## config.mk

```make
export PLATFORM = sky130hd
export DESIGN_NAME = bus_seq_key_flat
export DESIGN_NICKNAME = d
export VERILOG_FILES = /design/src/rtl/bus_seq_key_if.sv /design/src/rtl/bus_seq_key.sv /design/src/flat_wrapper.sv
export SDC_FILE = /design/constraint.sdc
export NUM_CORES = 1
export LEC_CHECK = 0
export BUFFER_PORTS_ARGS = -buffer_cell sky130_fd_sc_hd__buf_2
export CORE_MARGIN = 3
export CORE_UTILIZATION = 25
export CTS_CLUSTER_DIAMETER = 50
export DETAILED_ROUTE_END_ITERATION = 8
export HOLD_SLACK_MARGIN = 0.05
export PLACE_DENSITY_LB_ADDON = 0.12
export SYNTH_ARGS = -nofsm -noshare
export SYNTH_HDL_FRONTEND = slang
export SYNTH_SLANG_ARGS = --single-unit
```

## constraint.sdc

```tcl
create_clock -name clk -period 2.8 [get_ports clk]
set_clock_uncertainty 0.2 [all_clocks]
set_input_delay 0.56 -clock clk [delete_from_list [all_inputs] [get_ports clk]]
set_output_delay 0.56 -clock clk [all_outputs]
set_load 0.01 [all_outputs]
```

## src/rtl/bus_seq_key_if.sv

```systemverilog
// ---------------------------------------------------------------------------
// bus_seq_key_if
// Bus-side signal bundle for the access-sequenced key engine.
//   bus_addr  : buffered CPU address (BA lines)
//   bus_rw    : 1 = read, 0 = write
//   bus_sel_n : active-low board select
//   bus_strb  : one-cycle access-qualified pulse, synchronous to clk
//   sd_rd     : serial response bit (engine -> pad)
//   sd_oe     : drive enable for the sd_rd pad
// Modports: master = CPU/bus side, slave = key engine.
// ---------------------------------------------------------------------------
interface bus_seq_key_if #(
    parameter int ADDR_W = 14
);
    logic [ADDR_W-1:0] bus_addr;
    logic              bus_rw;
    logic              bus_sel_n;
    logic              bus_strb;
    logic              sd_rd;
    logic              sd_oe;

    modport master (
        output bus_addr, bus_rw, bus_sel_n, bus_strb,
        input  sd_rd, sd_oe
    );

    modport slave (
        input  bus_addr, bus_rw, bus_sel_n, bus_strb,
        output sd_rd, sd_oe
    );
endinterface

```

## src/rtl/bus_seq_key.sv

```systemverilog
// ---------------------------------------------------------------------------
// bus_seq_key
// Snoops qualified accesses in a decoded address window and treats the
// address nibble as a command. A programmable command sequence unlocks the
// engine; once unlocked, each qualified read returns one bit of an LFSR
// stream on sd_rd, one clock after the strobe.
// Ports:
//   clk      : system clock, rising edge
//   rst_n    : asynchronous active-low reset
//   bus      : bus_seq_key_if.slave (address/rw/select/strobe in, sd_rd/sd_oe out)
//   unlocked : engine is in the UNLOCKED state
//   seq_pos  : current key match index
//   lfsr_q   : LFSR state (debug)
// ---------------------------------------------------------------------------
module bus_seq_key #(
    parameter int                          ADDR_W     = 14,
    parameter logic [ADDR_W-1:0]           DEC_MASK   = 14'h3000,
    parameter logic [ADDR_W-1:0]           DEC_MATCH  = 14'h1000,
    parameter int                          CMD_LSB    = 4,
    parameter int                          CMD_W      = 4,
    parameter int                          STATE_W    = 6,
    parameter logic [STATE_W-1:0]          LFSR_TAPS  = 6'b110000,
    parameter logic [STATE_W-1:0]          LFSR_SEED  = 6'h2D,
    parameter int                          SEQ_LEN    = 4,
    parameter logic [SEQ_LEN*CMD_W-1:0]    SEQ_KEY    = 16'h5A3C,
    parameter logic [CMD_W-1:0]            RELOCK_CMD = 4'hF,
    parameter int                          TIMEOUT    = 255,
    parameter bit                          ACCEPT_WR  = 1'b0
) (
    input  logic               clk,
    input  logic               rst_n,
    bus_seq_key_if.slave       bus,
    output logic               unlocked,
    output logic [2:0]         seq_pos,
    output logic [STATE_W-1:0] lfsr_q
);

    localparam int TO_W = (TIMEOUT > 1) ? $clog2(TIMEOUT + 1) : 1;

    typedef enum logic [1:0] {
        ST_LOCKED   = 2'd0,
        ST_MATCHING = 2'd1,
        ST_UNLOCKED = 2'd2
    } state_t;

    state_t             state_reg, state_next;
    logic [2:0]         pos_reg, pos_next;
    logic [STATE_W-1:0] lfsr_reg, lfsr_next;
    logic [TO_W-1:0]    idle_reg, idle_next;
    logic               sd_rd_reg, sd_rd_next;
    logic               sd_oe_reg, sd_oe_next;

    // Key table padded to 8 entries so a 3-bit seq_pos always indexes it.
    logic [CMD_W-1:0] key_arr [8];
    generate
        for (genvar gi = 0; gi < 8; gi++) begin : g_key
            if (gi < SEQ_LEN) begin : g_used
                assign key_arr[gi] = SEQ_KEY[gi*CMD_W +: CMD_W];
            end else begin : g_pad
                assign key_arr[gi] = '0;
            end
        end
    endgenerate

    logic [CMD_W-1:0]   cmd;
    logic               hit, rd_hit;
    logic               last_idx;
    logic [TO_W-1:0]    idle_inc;
    logic [STATE_W-1:0] lfsr_step;

    assign cmd      = bus.bus_addr[CMD_LSB +: CMD_W];
    assign hit      = bus.bus_strb & ~bus.bus_sel_n
                    & ((bus.bus_addr & DEC_MASK) == DEC_MATCH)
                    & (bus.bus_rw | ACCEPT_WR);
    assign rd_hit   = hit & bus.bus_rw;
    assign last_idx = (pos_reg == 3'(SEQ_LEN - 1));
    assign idle_inc = idle_reg + 1'b1;
    // An all-zero LFSR would lock up; recover by reloading the seed.
    assign lfsr_step = (lfsr_reg == '0) ? LFSR_SEED
                     : {lfsr_reg[STATE_W-2:0], ^(lfsr_reg & LFSR_TAPS)};

    always_comb begin
        state_next = state_reg;
        pos_next   = pos_reg;
        lfsr_next  = lfsr_reg;
        idle_next  = '0;
        sd_oe_next = rd_hit;
        sd_rd_next = 1'b0;
        case (state_reg)
            ST_LOCKED: begin
                if (hit && cmd == key_arr[0]) begin
                    if (SEQ_LEN == 1) begin
                        state_next = ST_UNLOCKED;
                        pos_next   = 3'd0;
                        lfsr_next  = LFSR_SEED;
                    end else begin
                        state_next = ST_MATCHING;
                        pos_next   = 3'd1;
                    end
                end
            end
            ST_MATCHING: begin
                if (hit) begin
                    if (cmd == key_arr[pos_reg]) begin
                        if (last_idx) begin
                            state_next = ST_UNLOCKED;
                            pos_next   = 3'd0;
                            lfsr_next  = LFSR_SEED;
                        end else begin
                            pos_next = pos_reg + 3'd1;
                        end
                    end else if (cmd == key_arr[0]) begin
                        // A wrong command that is itself the first key entry
                        // restarts the sequence instead of aborting it.
                        pos_next = 3'd1;
                    end else begin
                        state_next = ST_LOCKED;
                        pos_next   = 3'd0;
                    end
                end else begin
                    idle_next = idle_inc;
                    if (TIMEOUT != 0 && idle_inc == TO_W'(TIMEOUT)) begin
                        state_next = ST_LOCKED;
                        pos_next   = 3'd0;
                        idle_next  = '0;
                    end
                end
            end
            ST_UNLOCKED: begin
                if (hit) begin
                    if (cmd == RELOCK_CMD) begin
                        state_next = ST_LOCKED;
                        pos_next   = 3'd0;
                    end else begin
                        // Response bit is the MSB before the advance.
                        sd_rd_next = rd_hit & lfsr_reg[STATE_W-1];
                        lfsr_next  = lfsr_step;
                    end
                end
            end
            default: begin
                state_next = ST_LOCKED;
                pos_next   = 3'd0;
            end
        endcase
    end

    always_ff @(posedge clk or negedge rst_n) begin
        if (!rst_n) begin
            state_reg <= ST_LOCKED;
            pos_reg   <= 3'd0;
            lfsr_reg  <= LFSR_SEED;
            idle_reg  <= '0;
            sd_rd_reg <= 1'b0;
            sd_oe_reg <= 1'b0;
        end else begin
            state_reg <= state_next;
            pos_reg   <= pos_next;
            lfsr_reg  <= lfsr_next;
            idle_reg  <= idle_next;
            sd_rd_reg <= sd_rd_next;
            sd_oe_reg <= sd_oe_next;
        end
    end

    assign bus.sd_rd = sd_rd_reg;
    assign bus.sd_oe = sd_oe_reg;
    assign unlocked  = (state_reg == ST_UNLOCKED);
    assign seq_pos   = pos_reg;
    assign lfsr_q    = lfsr_reg;

endmodule

```

## src/flat_wrapper.sv

```systemverilog
// flat-port wrapper written by rule: the top's interface ports become plain ports
module bus_seq_key_flat 
#(
    parameter int                          ADDR_W     = 14,
    parameter logic [ADDR_W-1:0]           DEC_MASK   = 14'h3000,
    parameter logic [ADDR_W-1:0]           DEC_MATCH  = 14'h1000,
    parameter int                          CMD_LSB    = 4,
    parameter int                          CMD_W      = 4,
    parameter int                          STATE_W    = 6,
    parameter logic [STATE_W-1:0]          LFSR_TAPS  = 6'b110000,
    parameter logic [STATE_W-1:0]          LFSR_SEED  = 6'h2D,
    parameter int                          SEQ_LEN    = 4,
    parameter logic [SEQ_LEN*CMD_W-1:0]    SEQ_KEY    = 16'h5A3C,
    parameter logic [CMD_W-1:0]            RELOCK_CMD = 4'hF,
    parameter int                          TIMEOUT    = 255,
    parameter bit                          ACCEPT_WR  = 1'b0
)
  (clk, rst_n, unlocked, seq_pos, lfsr_q, bus_bus_addr, bus_bus_rw, bus_bus_sel_n, bus_bus_strb, bus_sd_rd, bus_sd_oe);
  bus_seq_key_if #(.ADDR_W(ADDR_W)) bus_i ();
  input  logic clk;
  input  logic rst_n;
  output logic unlocked;
  output logic [2:0] seq_pos;
  output logic [STATE_W-1:0] lfsr_q;
  input wire logic [$bits(bus_i.bus_addr)-1:0] bus_bus_addr;
  input wire logic [$bits(bus_i.bus_rw)-1:0] bus_bus_rw;
  input wire logic [$bits(bus_i.bus_sel_n)-1:0] bus_bus_sel_n;
  input wire logic [$bits(bus_i.bus_strb)-1:0] bus_bus_strb;
  output wire logic [$bits(bus_i.sd_rd)-1:0] bus_sd_rd;
  output wire logic [$bits(bus_i.sd_oe)-1:0] bus_sd_oe;
  assign bus_i.bus_addr = bus_bus_addr;
  assign bus_i.bus_rw = bus_bus_rw;
  assign bus_i.bus_sel_n = bus_bus_sel_n;
  assign bus_i.bus_strb = bus_bus_strb;
  assign bus_sd_rd = bus_i.sd_rd;
  assign bus_sd_oe = bus_i.sd_oe;
  bus_seq_key #(.ADDR_W(ADDR_W), .DEC_MASK(DEC_MASK), .DEC_MATCH(DEC_MATCH), .CMD_LSB(CMD_LSB), .CMD_W(CMD_W), .STATE_W(STATE_W), .LFSR_TAPS(LFSR_TAPS), .LFSR_SEED(LFSR_SEED), .SEQ_LEN(SEQ_LEN), .SEQ_KEY(SEQ_KEY), .RELOCK_CMD(RELOCK_CMD), .TIMEOUT(TIMEOUT), .ACCEPT_WR(ACCEPT_WR)) u_core (.clk(clk), .rst_n(rst_n), .bus(bus_i), .unlocked(unlocked), .seq_pos(seq_pos), .lfsr_q(lfsr_q));
endmodule
```

# Word-level counts from Yosys, hierarchy flattened
# Memory sizes are Yosys's and may differ from the RTL's.
# Cells that the tools add are included.
[word_totals] register_bits=21 latch_bits=0 mem_bits_rw=0 rom_bits=32 inputBits=19 n_memories=1
[classes] add_sub_neg=2 mul=0 div=0 order_cmp=1 n_eq_ne=18 shift=0 mux=33 bitwise_logic=7 reduce_logical=8
[memory_table] memory="(name not given)" words=8 word_bits=4 rd=1 rd_ports_with_merged_regs=0 wr=0 line_no="bus_seq_key.sv:104" text="if (cmd == key_arr[pos_reg]) begin"
[op_table] op="$mux W6" n=6
[op_table] op="$mux W8" n=3
[op_table] op="$mux W3" n=7
[op_table] op="$mux W2" n=8
[op_table] op="$ne A2 B1 Y1 const B" n=6
[op_table] op="$pmux W6 S2" n=1
[op_table] op="$reduce_and A6 Y1" n=2
[op_table] op="$pmux W3 S3" n=1
[op_table] op="$add A8 B1 Y8 const B" n=1
[op_table] op="$eq A4 B4 Y1 const B" n=2
[op_table] op="$eq A8 B8 Y1 const B" n=1
[op_table] op="$mux W4" n=2
[op_table] op="$ne A4 B4 Y1 const B" n=2
[op_table] op="$logic_not A6 Y1" n=1
[op_table] op="$pmux W2 S3" n=1
[op_table] op="$reduce_xor A6 Y1" n=1
[op_table] op="$and A1 B1 Y1" n=5
[op_table] op="$eq A2 B1 Y1 const B" n=2
[op_table] op="$eq A4 B4 Y1" n=1
[op_table] op="$ge A4 B4 Y1 const B" n=1
[op_table] op="$mux W1" n=4
[op_table] op="$not A3 Y4" n=1
[op_table] op="$reduce_and A4 Y1" n=1
[op_table] op="$add A3 B1 Y3 const B" n=1
[op_table] op="8 further kinds" n=8

# Depth between registers and ports, before layout
# Gate-level depths: netlist (run 1).
[logic_depth] word_depth=9 mapped_depth=8 ltp_nobuf=7

# Least setup slack after synthesis (run 1)
# Ideal clock, no wire load.
[synth_path] path_kind="reg-to-reg" from="register u_core.pos_reg[0] (netlist: u_core.seq_pos[0])" to="register u_core.pos_reg[1] (netlist: u_core.seq_pos[1])" setup_ps=65 arrival_ps=1877 required_ps=2535 slack_ps=658 path_stages_with_launch=8 n_path_buf=0 period_less_slack_ps=2142 cell_sequence="dfrtp_1 > ha_1 > nor3b_1 > o21ai_1 > a22oi_1 > nand3_1 > nor2_1 > a22o_1"
[synth_via] elab_chain_cells=8
[synth_lines] element="from (decl)" line_no="bus_seq_key.sv:47" text="logic [2:0] pos_reg, pos_next;"
[synth_lines] element="from (signal assigned)" line_no="bus_seq_key.sv:158" text="pos_reg <= pos_next;"
[synth_lines] element="$not A3 Y4 (implied by the code)" line_no="bus_seq_key.sv:104"
[synth_lines] element="$mem_v2 Z8 W4"
[synth_lines] element="$mux W4 (implied by the code) (2 in series)" line_no="bus_seq_key.sv:104"
[synth_lines] element="$eq A4 B4 Y1" line_no="bus_seq_key.sv:104"
[synth_lines] element="$mux W3 *" line_no="bus_seq_key.sv:104"
[synth_lines] element="$mux W3 *" line_no="bus_seq_key.sv:103" text="if (hit) begin"
[synth_lines] element="$pmux W3 S3 *" line_no="bus_seq_key.sv:89" text="case (state_reg)"
# Mark *: on every way between the ends. The rest lies on a longest branch, timed or not. The select of a mux whose other input is x is not followed.
# A chain may end at the register's enable or synchronous reset.

# Final worst setup path (run 1)
[layout_path] from="register u_core.idle_reg[0]" to="register u_core.state_reg[0]"
[layout_via] elab_chain_cells=4
[layout_lines] element="from (decl)" line_no="bus_seq_key.sv:49" text="logic [TO_W-1:0] idle_reg, idle_next;"
[layout_lines] element="from (signal assigned)" line_no="bus_seq_key.sv:160" text="idle_reg <= idle_next;"
[layout_lines] element="$add A8 B1 Y8" line_no="bus_seq_key.sv:77" text="assign idle_inc = idle_reg + 1'b1;"
[layout_lines] element="$eq A8 B8 Y1" line_no="bus_seq_key.sv:122" text="if (TIMEOUT != 0 && idle_inc == TO_W'(TIMEOUT)) begin"
[layout_lines] element="$ne A3 B1 Y1 (no line)"
[layout_lines] element="$reduce_and A6 Y1 (no line)"
[layout_lines] element="to (signal assigned)" line_no="bus_seq_key.sv:157" text="state_reg <= state_next;"
[layout_lines] element="to (decl)" line_no="bus_seq_key.sv:46" text="state_t state_reg, state_next;"
# Every way passes these cells.

==> results of run 1 <==
[how the worst max path moves through the flow]
stage,slack [ps],start,to,cells past startpoint
global route,30,u_core.idle_reg[0],u_core.state_reg[0],7
global placement,370,u_core.idle_reg[0],u_core.state_reg[0],7
floorplan,660,u_core.seq_pos[0],u_core.seq_pos[1],7
CTS,280,u_core.idle_reg[0],u_core.state_reg[0],7
finish,310,u_core.idle_reg[0],u_core.state_reg[0],7
detailed placement,300,u_core.idle_reg[0],u_core.state_reg[0],7
[synth_stat cells, types with 3 or more instances]
cell type | count | area (µm²)
dfstp_2 | 4 | 105
inv_1 | 11 | 41.3
xnor2_1 | 5 | 43.8
ha_1 | 4 | 50.1
dfrtp_1 | 17 | 425
mux2i_1 | 7 | 70.1
nor4_1 | 3 | 18.8
nor2_2 | 7 | 43.8
a21oi_1 | 3 | 15.0
and3_1 | 3 | 18.8
nor3_1 | 3 | 15.0
nand2_1 | 8 | 30.0
o21ai_0 | 5 | 25.0
nor3b_1 | 4 | 30.0
o21a_1 | 3 | 22.5
o21ai_1 | 3 | 15.0
nor2_1 | 13 | 48.8
nand3_1 | 6 | 30.0
[power groups by stage]
stage	Sequential (µW)	Clock (µW)	Combinational (µW)
4_1_cts	362	209	184
3_3_place_gp	367	0	180
3_5_place_dp	367	0	183
6_report	362	198	181
5_1_grt	368	227	204
2_1_floorplan	365	0	110
[cell type report]
cell class                 count  share of cell area [%]
tap                           67                    5.61
sequential                    21                    35.5
timing repair buffer          23                    7.87
inverter                      11                    2.76
clock buffer                   4                    3.01
multi-input combinational     99                    45.3
[cells by family (layout without fill, tap and decap cells)]
| family | count (synthesis) | after routing | synth area share, % |
|---|---|---|---|
| muxes | 7 | 7 | 5.47 |
| and+or+nand+nor | 58 | 58 | 25.0 |
| adders and majority gates | 4 | 4 | 3.91 |
| xor gates and xnor gates | 7 | 7 | 4.79 |
| DFF | 21 | 21 | 41.4 |
| buffers and inverters | 15 | 38 | 5.67 |
| AOI/OAI and AO/OA | 23 | 23 | 13.7 |
[critical path, stage by stage, from the launching register on]
cell      delay (ps)
dfrtp_1          420
ha_1             320
nand4_1          130
nor4b_1          340
a311oi_2         100
nor3_1           240
or4_1            450
o211ai_2         140
[per-layer routing]
metal  GRT usage (%)  share of wire, %
met5               0                 0
met4            1.60              0.56
met3            3.25               4.4
met2            15.6                48
met1            11.9                47
[per-stage QoR]
stage	total power [µW]	utilization (%)	hold WS, ps
after floorplan	475	-	64.4
after global placement	547	29.9	276
after detailed placement	551	29.9	283
after CTS	755	30.8	72.5
after global routing	799	30.8	88.3
final	741	30.8	59.8
==> out/results.tsv, run 1 <==
metric	value	unit
R2R depth	7	
Final Slew Violations	0	
global-route usage over all layers	9.40	%
Final setup viols	0	
CTS Sinks	21	
depth of the CTS H-tree	1	
CTS root buf	clkbuf_8	
initial antenna violation count	0	
Arr. time, crit path	2410	ps
Crit Path Max Fanout	9	
RSZ-0062 raised after global routing	no	
crit end category	flip-flop	
vias in the first global route	964	
core area	4850	µm²
width of the die	77.6	µm
dpl hpwl	2070	µm
Synth cell types	37	
Routability Congestion	0.734	
Register Area	531	µm²
most frequent cells in the layout	buf_2, dfrtp_1, nor2_1	
yosys warns	0	
io pins	31	
minimum clock period	2490	ps
multi-input logic area	677	µm²
Critical R2R Launch	u_core.idle_reg[0]	
Final nets	182	
CP Launch Type	flip-flop	
CTS Buf Count	3	
Seq pwr share	48.8	%
status	completed	
Cell Area, Synth	1280	µm²
Post-synth ARST share	100	%
Reg2Reg Setup Slack	310	ps
Net Count, Synth	158	
NetSw	233	µW
clock network fraction of design power	26.8	%
routed vias	1023	
Peak VDD IR	0.000175	V
Internal	508	µW
CTS tree	yes	
Setup Fix Bufs, Post-CTS	0	
DR vias/cell	4.55	
Starting Density	26.4	%
post-CTS sizing	0	
Area Growth Syn to Fin	16.8	%
period utilization	88.9	%
most common cell after layout, fill and taps aside	buf_2	
leakage	0.000713	µW
largest net degree at the start of global routing	22	
Antenna Violating Nets Remaining	0	
reg2reg end	u_core.state_reg[0]	
Avg WL per Cell	12.0	µm
Yosys reg bits	21	
CTS max path bufs	2	
Switching Share	31.4	%
layout cell share with drive strength beyond 1	25.3	%
Setup Crit Path Kind	reg -> reg	
WL final	2690	µm
Avg Cell Area, Syn	9.48	µm²
Cell Pwr Density	495	nW/µm²
Synth Flop Type	dfrtp_1	
Seq/Total Area, Yosys	41.4	%
max cap viols	0	
ANT cells	0	
Slew headroom	67.0	%
worst slack, placed	304	ps
number of flip-flops under the largest register name	8	
Hold Vio Cnt, Final	0	
clk_lat worst skew	250	ps
total negative slack	0	ps
dpl cells	221	
WP data required	2720	ps
chip height	77.6	µm
router iterations before antenna repair	4	
hold_buf cts	0	
first-pass GRT wire length	4620	µm
Post-route DRC	0	
Post-synth EDFFs	0	
Layout Cells excl Fill	225	
post-synthesis cell count	135	
GRT Residual Overflow	0	
fmax	402	MHz
die footprint	6010	µm²
final worst slack	311	ps
Hold Crit Class	in -> async	
worst slew pin tran	494	ps
combinational fraction of design power	24.4	%
dpl cell area	1450	µm²
clock transition at the registers of the reported paths	80	ps
# rows	25	
fillcell total	508	
initial DRC count	38	
final instance area	1500	µm²
Port-buffer cells	22	
(Power assumes the default switching activity.)
==> inputs of run 2 (changes only) <==
==> constraint.sdc (replaced) <==
create_clock -name clk -period 2.8 [get_ports clk]
set_clock_uncertainty 0.2 [all_clocks]
set_input_delay 0.14 -clock clk [delete_from_list [all_inputs] [get_ports clk]]
set_output_delay 0.14 -clock clk [all_outputs]
set_load 0.01 [all_outputs]
==> out/results.tsv, run 2 (synthesized netlist as in run 1, its figures left out) <==
metric	value	unit
worst slew pin tran	496	ps
vias in the first global route	1002	
CP Launch Type	flip-flop	
RSZ-0062 raised after global routing	no	
Cell Pwr Density	494	nW/µm²
Hold Path Origin	bus_bus_addr[4]	
initial DRC count	37	
clock transition at the registers of the reported paths	80	ps
most frequent cells in the layout	buf_2, dfrtp_1, nor2_1	
fillcell total	509	
global-route usage over all layers	9.49	%
GRT Residual Overflow	0	
router iterations before antenna repair	4	
WP data required	2720	ps
Final Slew Violations	0	
Setup Crit Path Kind	reg -> reg	
Peak VDD IR	0.000170	V
Post-route DRC	0	
status	completed	
routed vias	1037	
CTS root buf	clkbuf_8	
dpl hpwl	2060	µm
met3 wire len	106	µm
Met2 Routed Length	1290	µm
die footprint	6010	µm²
Final Util	31.0	%
leakage	0.000717	µW
Arr. time, crit path	2420	ps
period utilization	89.2	%
Slew headroom	67.0	%
Final setup viols	0	
Area Growth Syn to Fin	17.6	%
CTS max path bufs	2	
io pins	31	
Antenna Violating Nets Remaining	0	
Hold Vio Cnt, Final	0	
Setup Fix Bufs, Post-CTS	0	
depth of the CTS H-tree	1	
# rows	25	
Critical R2R Launch	u_core.idle_reg[0]	
Port-buffer cells	22	
Register Area	531	µm²
WL final	2690	µm
top layer reached by signal wires	met4	
Starting Density	26.4	%
most common cell after layout, fill and taps aside	buf_2	
Final nets	183	
DR vias/cell	4.59	
Routability Congestion	0.730	
largest net degree at the start of global routing	22	
clk_lat worst skew	260	ps
Crit Path Max Fanout	9	
ANT cells	0	
Hold Crit Class	in -> reg	
layout cell share with drive strength beyond 1	25.2	%
multi-input logic area	677	µm²
crit end category	flip-flop	
fmax	400	MHz
number of flip-flops under the largest register name	8	
CTS Buf Count	3	
core area	4850	µm²
initial antenna violation count	0	
CTS tree	yes	
CTS Sinks	21	
crit path launch	u_core.idle_reg[0]	
chip height	77.6	µm
total negative slack	0	ps
M1 WL	1270	µm
post-CTS sizing	0	
max cap viols	0	
width of the die	77.6	µm
hold_buf cts	1	
minimum clock period	2500	ps
Avg WL per Cell	11.9	µm
first-pass GRT wire length	4690	µm
## run 2: changes by cell type in the layout (fill, tap and decap cells not counted)
| cell | before | now |
|---|---|---|
| dlygate4sd3_1 | 0 | 1 |
## run 2: per-stage QoR
| step | std cells | setup slack [ps] | hold WS (ps) | instance area, µm² | power [µW] |
|---|---|---|---|---|---|
| after detailed placement | 221 | 293 | -61.5 | 1450 | 550 |
| after global routing | 226 | 44.0 | 191 | 1510 | 801 |
| final | 226 | 302 | 169 | 1510 | 743 |
| after CTS | 226 | 278 | 159 | 1510 | 757 |
| after floorplan | 135 | 658 | -356 | 1280 | 475 |
| after global placement | 221 | 374 | -71.6 | 1450 | 547 |
## run 2: path summary, 6_finish.rpt
path                                             to  slack, ps  cells past startpoint
worst max-delay path            u_core.state_reg[0]        300                      7
worst min-delay path            u_core.state_reg[0]        170                      4
worst max register to register  u_core.state_reg[0]        300                      7
worst min register to register     u_core.lfsr_q[2]        290                      2
max in group asynchronous          u_core.lfsr_q[0]       1860                      2
min in group asynchronous          u_core.lfsr_q[4]        180                      2
## run 2: critical path: stages, from the launching register on
cell,delay (ps)
dfrtp_1,410
ha_1,320
nand4_1,130
nor4b_1,340
a311oi_2,100
nor3_1,250
or4_1,460
o211ai_2,140
## run 2: per-layer routing
layer	GRT usage (%)	up-vias
met5	0	-
met4	2.14	0
met3	2.78	4
met2	15.6	17
met1	12.3	489
li1	-	527
## run 2: area by class of cell
class	count	area share, %
Multi-Input combinational cell	99	45.0
Sequential cell	21	35.2
Timing Repair Buffer	24	8.48
Tap cell	67	5.57
Clock buffer	4	2.99
Inverter	11	2.74
## run 2: power by group
group	internal (µW)	switching [µW]
registers	329	31.9
clock network	101	98.5
logic	78.5	103
total	509	234
==> inputs of run 3 (changes only) <==
--- a/config.mk
+++ b/config.mk
@@ -6,6 +6,8 @@
 export NUM_CORES = 1
 export LEC_CHECK = 0
 export BUFFER_PORTS_ARGS = -buffer_cell sky130_fd_sc_hd__buf_2
+export CELL_PAD_IN_SITES_DETAIL_PLACEMENT = 1
+export CELL_PAD_IN_SITES_GLOBAL_PLACEMENT = 1
 export CORE_MARGIN = 3
 export CORE_UTILIZATION = 25
 export CTS_CLUSTER_DIAMETER = 50
==> out/results.tsv, run 3 (synthesized netlist as in run 1, its figures left out) <==
metric	value	unit
status	completed	
CP Launch Type	flip-flop	
# rows	25	
Area Growth Syn to Fin	17.7	%
Routability Congestion	0.752	
fillcell total	588	
CTS Sinks	21	
Final setup viols	0	
Cell Pwr Density	495	nW/µm²
NetSw	239	µW
DR vias/cell	4.61	
GRT Residual Overflow	0	
Post-route DRC	0	
period utilization	87.7	%
core area	4850	µm²
width of the die	77.6	µm
combinational fraction of design power	25.0	%
cell class contributing the biggest share of worst-path delay	simple AND/OR/NAND/NOR gates	
WP data required	2790	ps
clock network fraction of design power	26.4	%
Port-buffer cells	22	
crit end category	flip-flop	
dpl hpwl	2330	µm
Hold Crit Class	in -> reg	
Peak VDD IR	0.000183	V
io pins	31	
leakage	0.000720	µW
Arr. time, crit path	2440	ps
global-route usage over all layers	10.4	%
Setup Crit Path Kind	reg -> reg	
largest net degree at the start of global routing	22	
vias in the first global route	1087	
Avg WL per Cell	13.3	µm
WL final	3000	µm
CTS tree	yes	
ANT cells	0	
Hold Vio Cnt, Final	0	
Critical path buffers and inverters	0	
max cap viols	0	
router iterations before antenna repair	4	
clock transition at the registers of the reported paths	80	ps
Design Power	746	µW
post-CTS sizing	0	
Final nets	183	
Internal	507	µW
clk_lat worst skew	260	ps
CTS max path bufs	2	
routed vias	1042	
RSZ-0062 raised after global routing	no	
Crit Path Max Fanout	9	
Slew headroom	62.1	%
worst slew pin tran	563	ps
fmax	407	MHz
CP max stage cell	or4_1	
CP peak stage delay	670	ps
total negative slack	0	ps
Final Slew Violations	0	
most common cell after layout, fill and taps aside	buf_2	
most frequent cells in the layout	buf_2, dfrtp_1, nor2_1	
crit-path cells	ha_1 > and4b_1 > a22oi_1 > nor3_1 > or4_1 > nor2_2	
initial DRC count	49	
Starting Density	26.4	%
chip height	77.6	µm
depth of the CTS H-tree	1	
Seq pwr share	48.6	%
layout cell share with drive strength beyond 1	25.8	%
first-pass GRT wire length	5040	µm
Antenna Violating Nets Remaining	0	
CTS root buf	clkbuf_8	
Switching Share	32.0	%
initial antenna violation count	0	
number of flip-flops under the largest register name	8	
die footprint	6010	µm²
minimum clock period	2460	ps
CTS Buf Count	3	
## run 3: changes by cell type in the layout (fill, tap and decap cells not counted), sizes merged
cell	before	now
clkbuf	4	3
clkinv	0	1
## run 3: area by class of cell
cell class / instances / area [µm²] / area share [%]
clock inverter: 1 / 5.00 / 0.332
multi-input combinational: 99 / 677 / 44.9
inverter: 11 / 41.3 / 2.74
clock buffer: 3 / 41.3 / 2.74
tap: 67 / 83.8 / 5.56
timing repair buffer: 24 / 128 / 8.47
sequential: 21 / 531 / 35.2
## run 3: per-layer routing
metal / vias up / GRT usage [%] / wire (µm)
li1: 520 / - / -
met1: 507 / 12.1 / 1360
met2: 13 / 18.6 / 1510
met3: 2 / 2.55 / 104
met4: 0 / 3.38 / 27
met5: - / 0 / 0
## run 3: path summary, 6_finish.rpt
| check | end | slack, ps | cells after the start | startpoint |
|---|---|---|---|---|
| max in group asynchronous | u_core.lfsr_q[0] | 1860 | 2 | rst_n |
| worst max register to register | u_core.idle_reg[6] | 340 | 6 | u_core.idle_reg[0] |
| worst min-delay path | u_core.state_reg[1] | 170 | 4 | bus_bus_addr[12] |
| min in group asynchronous | u_core.seq_pos[2] | 190 | 2 | rst_n |
| worst max-delay path | u_core.idle_reg[6] | 340 | 6 | u_core.idle_reg[0] |
| worst min register to register | u_core.lfsr_q[2] | 290 | 2 | u_core.lfsr_q[2] |
## run 3: through the flow
stage / cells / instance area [µm²] / setup slack, ps / hold WS (ps) / util, %
3_5_place_dp: 221 / 1450 / 317 / -59.9 / 29.9
2_1_floorplan: 135 / 1280 / 658 / -356 / -
6_report: 226 / 1510 / 345 / 175 / 31.1
5_1_grt: 226 / 1510 / 102 / 203 / 31.1
4_1_cts: 226 / 1510 / 296 / 177 / 31.1
3_3_place_gp: 221 / 1450 / 354 / -59.5 / 29.9
## run 3: worst register-to-register path, stage by stage, from the launching register on
cell     delay, ps
dfrtp_1        410
ha_1           330
and4b_1        230
a22oi_1        260
nor3_1          80
or4_1          670
nor2_2         200
## run 3: power by group through the flow
stage / Combinational (µW) / Sequential, µW / Clock, µW
2_1_floorplan: 110 / 365 / 0
3_3_place_gp: 183 / 369 / 0
3_5_place_dp: 188 / 369 / 0
4_1_cts: 190 / 363 / 210
5_1_grt: 210 / 368 / 225
6_report: 187 / 363 / 197
## run 3: what timing repair did
action | in CTS | in global routing
hold endpoints to repair | 21 | 0
hold buffers | 1 | 0
setup buffers | 0 | 0
